[src/rtl/qam16_symbol_packer.sv]
// qam16_symbol_packer
// Receive-side packer: collects eight demodulated 4-bit QAM16 symbols from an
// AXI-Stream slave and presents them as one 32-bit word on an AXI-Stream master.
// A start-of-frame flag (s_axis_tuser) realigns the word boundary and discards
// any partial word collected so far. Completed and discarded words are counted.

module qam16_symbol_packer #(
    parameter bit MSB_FIRST = 1'b1,
    parameter int CNT_WIDTH = 32
) (
    input  logic                 aclk,
    input  logic                 resetn,
    input  logic [3:0]           s_axis_tdata,
    input  logic                 s_axis_tuser,
    input  logic                 s_axis_tvalid,
    output logic                 s_axis_tready,
    output logic [31:0]          m_axis_tdata,
    output logic                 m_axis_tvalid,
    input  logic                 m_axis_tready,
    output logic [CNT_WIDTH-1:0] word_count,
    output logic [CNT_WIDTH-1:0] drop_count,
    output logic                 drop_pulse
);

    localparam logic [CNT_WIDTH-1:0] CNT_ONE = {{(CNT_WIDTH-1){1'b0}}, 1'b1};

    logic [31:0] sr;
    logic [2:0]  idx;
    logic        s_acc;
    logic        m_acc;
    logic        last_sym;
    logic [31:0] sr_shifted;
    logic [31:0] sr_restart;

    // Symbols 0..6 may be collected while a finished word still waits downstream;
    // only the word-completing symbol is held off until the output register frees up.
    always_comb begin
        last_sym      = (idx == 3'd7);
        s_axis_tready = !(last_sym && m_axis_tvalid && !m_axis_tready);
        s_acc         = s_axis_tvalid && s_axis_tready;
        m_acc         = m_axis_tvalid && m_axis_tready;
    end

    // Shift direction decides where the first symbol of a word ends up; a restart
    // seeds the register so that the new symbol finishes in the symbol-0 slot.
    always_comb begin
        sr_shifted = 32'd0;
        sr_restart = 32'd0;
        if (MSB_FIRST) begin
            sr_shifted = {sr[27:0], s_axis_tdata};
            sr_restart = {28'd0, s_axis_tdata};
        end else begin
            sr_shifted = {s_axis_tdata, sr[31:4]};
            sr_restart = {s_axis_tdata, 28'd0};
        end
    end

    // Symbol collection and output register; a completion in the same cycle as a
    // downstream accept overrides the clear of tvalid so no bubble is inserted.
    always_ff @(posedge aclk or negedge resetn) begin
        if (!resetn) begin
            sr            <= 32'd0;
            idx           <= 3'd0;
            m_axis_tdata  <= 32'd0;
            m_axis_tvalid <= 1'b0;
        end else begin
            if (m_acc) begin
                m_axis_tvalid <= 1'b0;
            end
            if (s_acc) begin
                if (s_axis_tuser) begin
                    sr  <= sr_restart;
                    idx <= 3'd1;
                end else begin
                    sr <= sr_shifted;
                    if (last_sym) begin
                        m_axis_tdata  <= sr_shifted;
                        m_axis_tvalid <= 1'b1;
                        idx           <= 3'd0;
                    end else begin
                        idx <= idx + 3'd1;
                    end
                end
            end
        end
    end

    // Statistics: accepted words, discarded partial words and a one-cycle drop strobe.
    always_ff @(posedge aclk or negedge resetn) begin
        if (!resetn) begin
            word_count <= '0;
            drop_count <= '0;
            drop_pulse <= 1'b0;
        end else begin
            drop_pulse <= 1'b0;
            if (m_acc) begin
                word_count <= word_count + CNT_ONE;
            end
            if (s_acc && s_axis_tuser && (idx != 3'd0)) begin
                drop_count <= drop_count + CNT_ONE;
                drop_pulse <= 1'b1;
            end
        end
    end

endmodule

[config.mk]
export PLATFORM = sky130hd
export DESIGN_NAME = qam16_symbol_packer
export DESIGN_NICKNAME = d
export VERILOG_FILES = /design/src/rtl/qam16_symbol_packer.sv
export SDC_FILE = /design/constraint.sdc
export NUM_CORES = 1
export LEC_CHECK = 0
export CAP_MARGIN = 20
export CORE_MARGIN = 3
export CORE_UTILIZATION = 45
export DETAILED_ROUTE_END_ITERATION = 7
export GPL_TIMING_DRIVEN = 0
export PLACE_DENSITY = 0.82
export SLEW_MARGIN = 20
export SYNTH_ARGS = -nofsm -noshare
export SYNTH_HDL_FRONTEND = slang
export SYNTH_SLANG_ARGS = --single-unit
[constraint.sdc]
create_clock -name aclk -period 4.39 [get_ports aclk]
set_clock_uncertainty 0.15 [all_clocks]
set_input_delay 0.878 -clock aclk [delete_from_list [all_inputs] [get_ports aclk]]
set_output_delay 0.878 -clock aclk [all_outputs]
set_load 0.01 [all_outputs]
==> impl_summary.txt <==
----------------------------------------------------
[Status]
  Outcome ... completed

[STA]
  Number of max-slew violations in the final report ... 0
  Max_slew headroom ... ~44%
  Endpoints failing setup ... 0
  Final clock period utilization by the worst path ... between 80 and 90%
  Number of failing hold endpoints at the final stage ... 0
  Clock period minus final worst setup slack ... between 3 and 4 ns
  Fmax ... ~280 MHz
  Summed negative setup slack over all endpoints ... 0 ns
  Post-layout worst setup margin ... between 0.8 and 0.9 ns
  Setup repair after global routing missed its margin ... false
  Slew @ Worst Pin ... about 0.84 ns

[Power]
  Clock power share ... a little under half
  Internal power summed over all cells ... between 2 and 2.5 mW
  Static Leak ... approximately 3.4 nW
  Sequential fraction of design power ... between 40 and 50%
  Power share of the combinational group ... 11.3%
  Switching power as a share of total power ... between 20% and 30%
  Sw power ... 0.7644 mW
  Power per Cell Area ... roughly 420 nW/um2
  IR drop worst, VDD ... ~0.34 mV

[Worst setup path]
  Type of the worst setup path ... primary input to primary output
  Worst Reg-to-Reg Cells ... 9
  Startpoint of the lowest-slack register-to-register path ... idx[0]
  Largest driver fanout on the critical path ... 8
  Worst Path Arrival ... around 2.5 ns
  Data required time at the worst endpoint ... about 3.4 ns
  Type of destination of the critical path ... primary output
  Worst setup path end ... s_axis_tready
  Destination of the worst register-to-register timing path ... sr[11]
  Sort of element at the start of the critical path ... primary input
  Register-to-register setup slack ... 1.91 ns
  Beginning of the critical path ... m_axis_tready

[Clock tree]
  Bufs on Longest Clock Path ... 2
  Number of buffers inserted during clock tree synthesis ... 17
  Insertion delay of the later-clocked pin in the worst-skew pair ... 0.41 ns
  Number of buffers inserted for hold repair after clock tree synthesis ... 0
  Max H-tree Level ... 4
  Count of instances resized after the clock tree is built ... 0
  Number of clock sinks seen by CTS ... between 100 and 150
  Clock tree from TritonCTS ... yes
  Library cell used as clock root buffer ... sky130_fd_sc_hd__clkbuf_16
  Clock edge transition at the registers on the reported setup and hold paths ... about 0.050 ns
  Buffer count from post-CTS setup fixing ... 0

[Logic synthesis]
  Adder-cell share of the synthesized area ... 1.116%
  Mux contribution to synthesized area ... ~7.6%
  Fraction of synthesized cell area in xor and xnor cells ... under 10%
  Area fraction in compound gates after synthesis ... under 10%
  Total nets after synthesis ... 497
  Synthesized area ... between 5000 and 6000 um2
  Synth Instances ... slightly below 500
  Yosys reg bits ... between 100 and 150
  Mean instance size in the synthesized netlist ... 11.60 um2
  Cell variety after synth ... 37
  Synth top area cells ... sky130_fd_sc_hd__dfrtp_1 (58%), sky130_fd_sc_hd__mux2_2 (7.6%), sky130_fd_sc_hd__xor2_1 (4.8%)
  Cell type contributing the most total cell area after synthesis ... sky130_fd_sc_hd__dfrtp_1
  Synth top area share ... just under 60%
  Commonest register cell after synthesis ... sky130_fd_sc_hd__dfrtp_1
  Share of the yosys chip area belonging to registers ... 57.60%
  Total number of yosys warnings ... 0
  Fraction of the mapped netlist area in simple logic gates ... between 10% and 20%
  Async S/R FF share, synth ... 100.0%
  Largest family of logic cells by synthesized area ... simple AND/OR/NAND/NOR gates
  Count of flip-flops with a built-in enable after synthesis ... 0

[Layout]
  Final instance area ... between 7000 and 8000 um2
  Layout fillers ... between 900 and 1000
  Fraction of final layout cells sized beyond drive strength 1 ... between 10% and 20%
  Sequential standard cell area ... between 3000 and 4000 um2
  # diodes ... 0
  Number of nets at the end of the flow ... roughly 620
  Non-filler instance count after layout ... 791
  Synthesis-to-layout area growth ... 34.32%
  Area used by multi-input combinational logic ... between 2000 and 2500 um2

[Placed design]
  Placed instance count ... about 760
  Placed wire-length estimate after detailed placement ... a little under 9000 um
  Post-placement worst setup slack ... 0.8376 ns
  Final GP Congestion ... 0.8307
  Count of buffers from port buffering ... about 110
  Placement-stage cell area ... approximately 6900 um2

[Global routing]
  Overall Global Routing Usage ... between 10% and 20%
  Vias in the first global route ... approximately 4200
  Pin count of the biggest net entering global routing ... 73
  Overflow after GRT ... 0
  Number of antenna violations at the first check in global routing ... 0
  First-pass GRT wire length ... ~21000 um

[Worst hold path]
  Worst Hold Class ... primary input to async pin

[Detailed routing]
  Starting DRT DRC Count ... 451
  Vias per cell ... 5.243
  Total Wirelength ... ~13000 um
  Number of detailed-route iterations in the first pass ... 4
  Average routed wire per standard cell ... around 16 um
  Post-route DRC violation count ... 0
  Routed vias ... between 4000 and 5000
  Post-DRT Antenna Nets ... 0

[Die]
  Top-level port count ... 108
  CORE AREA ... 12110 um2
  Die width ... around 120 um
  Num rows ... 40
  Die height ... ~120 um
  Initial standard-cell utilization of the core ... around 46%
  Overall die area ... 13830 um2

[Run]
  Number of maximum-capacitance violations ... 0

----------------------------------------------------
power groups by stage:
stage	clock network [mW]	registers, mW	logic, mW
3_3_place_gp	0	1.37	0.343
5_1_grt	1.52	1.37	0.391
3_5_place_dp	0	1.37	0.361
2_1_floorplan	0	1.39	0.125
4_1_cts	1.47	1.36	0.364
6_report	1.44	1.36	0.356
worst min-delay path by stage:
| stage | from | to | slack, ns | depth (start not counted) |
|---|---|---|---|---|
| floorplan | sr[24] | sr[24] | 0.30 | 2 |
| global placement | sr[27] | sr[27] | 0.31 | 2 |
| detailed placement | drop_count[31] | drop_count[31] | 0.32 | 1 |
| CTS | resetn | drop_count[24] | 0.28 | 1 |
| global route | resetn | drop_count[24] | 0.30 | 1 |
| finish | resetn | drop_count[25] | 0.28 | 1 |
cells in the final DEF (no fill, tap or decap), types with 7 or more instances in the layout:
cell / synthesis / routed
sky130_fd_sc_hd__and3_1: 7 / 7
sky130_fd_sc_hd__clkbuf_1: 7 / 7
sky130_fd_sc_hd__clkbuf_16: 0 / 17
sky130_fd_sc_hd__clkdlybuf4s50_1: 0 / 106
sky130_fd_sc_hd__dfrtp_1: 129 / 129
sky130_fd_sc_hd__inv_1: 11 / 11
sky130_fd_sc_hd__mux2_2: 38 / 38
sky130_fd_sc_hd__nand2_1: 51 / 51
sky130_fd_sc_hd__nand2b_1: 28 / 28
sky130_fd_sc_hd__nand3_1: 18 / 18
sky130_fd_sc_hd__nand4_1: 21 / 21
sky130_fd_sc_hd__nor2_1: 9 / 9
sky130_fd_sc_hd__nor3_1: 16 / 16
sky130_fd_sc_hd__nor4_1: 17 / 17
sky130_fd_sc_hd__o21ai_0: 27 / 27
sky130_fd_sc_hd__xnor2_1: 30 / 30
sky130_fd_sc_hd__xor2_1: 31 / 31
worst max-delay path, stage by stage:
cell                              delay [ns]
sky130_fd_sc_hd__clkdlybuf4s50_1        0.58
sky130_fd_sc_hd__and3b_1                0.36
sky130_fd_sc_hd__clkinv_1               0.18
sky130_fd_sc_hd__clkdlybuf4s50_1        0.52
layer usage:
metal	up-vias	GRT usage, %	share of wire, %
met5	-	0	0
met4	0	8.278	1.8
met3	29	5.911	7.0
met2	146	29.88	49
met1	2029	23.26	43
li1	1943	-	-
cells by family (layout without fill, tap and decap cells):
logic type,after synthesis,in the layout
simple gates,194,194
flops,129,129
xor+xnor,62,62
mux,38,38
compound gates,28,28
buf+inv,27,167
fa+ha+maj,5,5
synth_stat cells (2+ instances only):
cell type                  count
sky130_fd_sc_hd__and2_1        5
sky130_fd_sc_hd__and3_1        7
sky130_fd_sc_hd__and4_1        5
sky130_fd_sc_hd__buf_1         2
sky130_fd_sc_hd__buf_2         5
sky130_fd_sc_hd__clkbuf_1      7
sky130_fd_sc_hd__dfrtp_1     129
sky130_fd_sc_hd__ha_1          5
sky130_fd_sc_hd__inv_1        11
sky130_fd_sc_hd__mux2_2       38
sky130_fd_sc_hd__nand2_1      51
sky130_fd_sc_hd__nand2b_1     28
sky130_fd_sc_hd__nand3_1      18
sky130_fd_sc_hd__nand4_1      21
sky130_fd_sc_hd__nor2_1        9
sky130_fd_sc_hd__nor3_1       16
sky130_fd_sc_hd__nor4_1       17
sky130_fd_sc_hd__nor4_2        2
sky130_fd_sc_hd__o21ai_0      27
sky130_fd_sc_hd__or3_1         3
sky130_fd_sc_hd__or4_4         2
sky130_fd_sc_hd__xnor2_1      30
sky130_fd_sc_hd__xor2_1       31
registers in the layout (all words and copies together), names as in the netlist:
signal         count
drop_count        32
drop_pulse         1
idx                3
m_axis_tdata      32
m_axis_tvalid      1
sr                28
word_count        32
area by class of cell:
| type | instances | area share (%) |
|---|---|---|
| Inverter | 12 | 0.5984 |
| Tap cell | 168 | 2.793 |
| Sequential cell | 129 | 42.89 |
| Clock inverter | 13 | 2.128 |
| Buffer | 15 | 0.9309 |
| Timing Repair Buffer | 108 | 14.61 |
| Clock buffer | 19 | 6.017 |
| Multi-Input combinational cell | 327 | 30.04 |
per-stage QoR:
stage               hold slack, ns  utilization [%]  total power [mW]
global route                0.3030            62.15             3.279
global placement            0.3096            56.85             1.713
finish                      0.2782            62.15             3.154
floorplan                   0.2960                -             1.514
detailed placement          0.3175            57.09             1.736
CTS                         0.2832            62.15             3.187
Note: power is estimated with default switching activity, not from simulation.
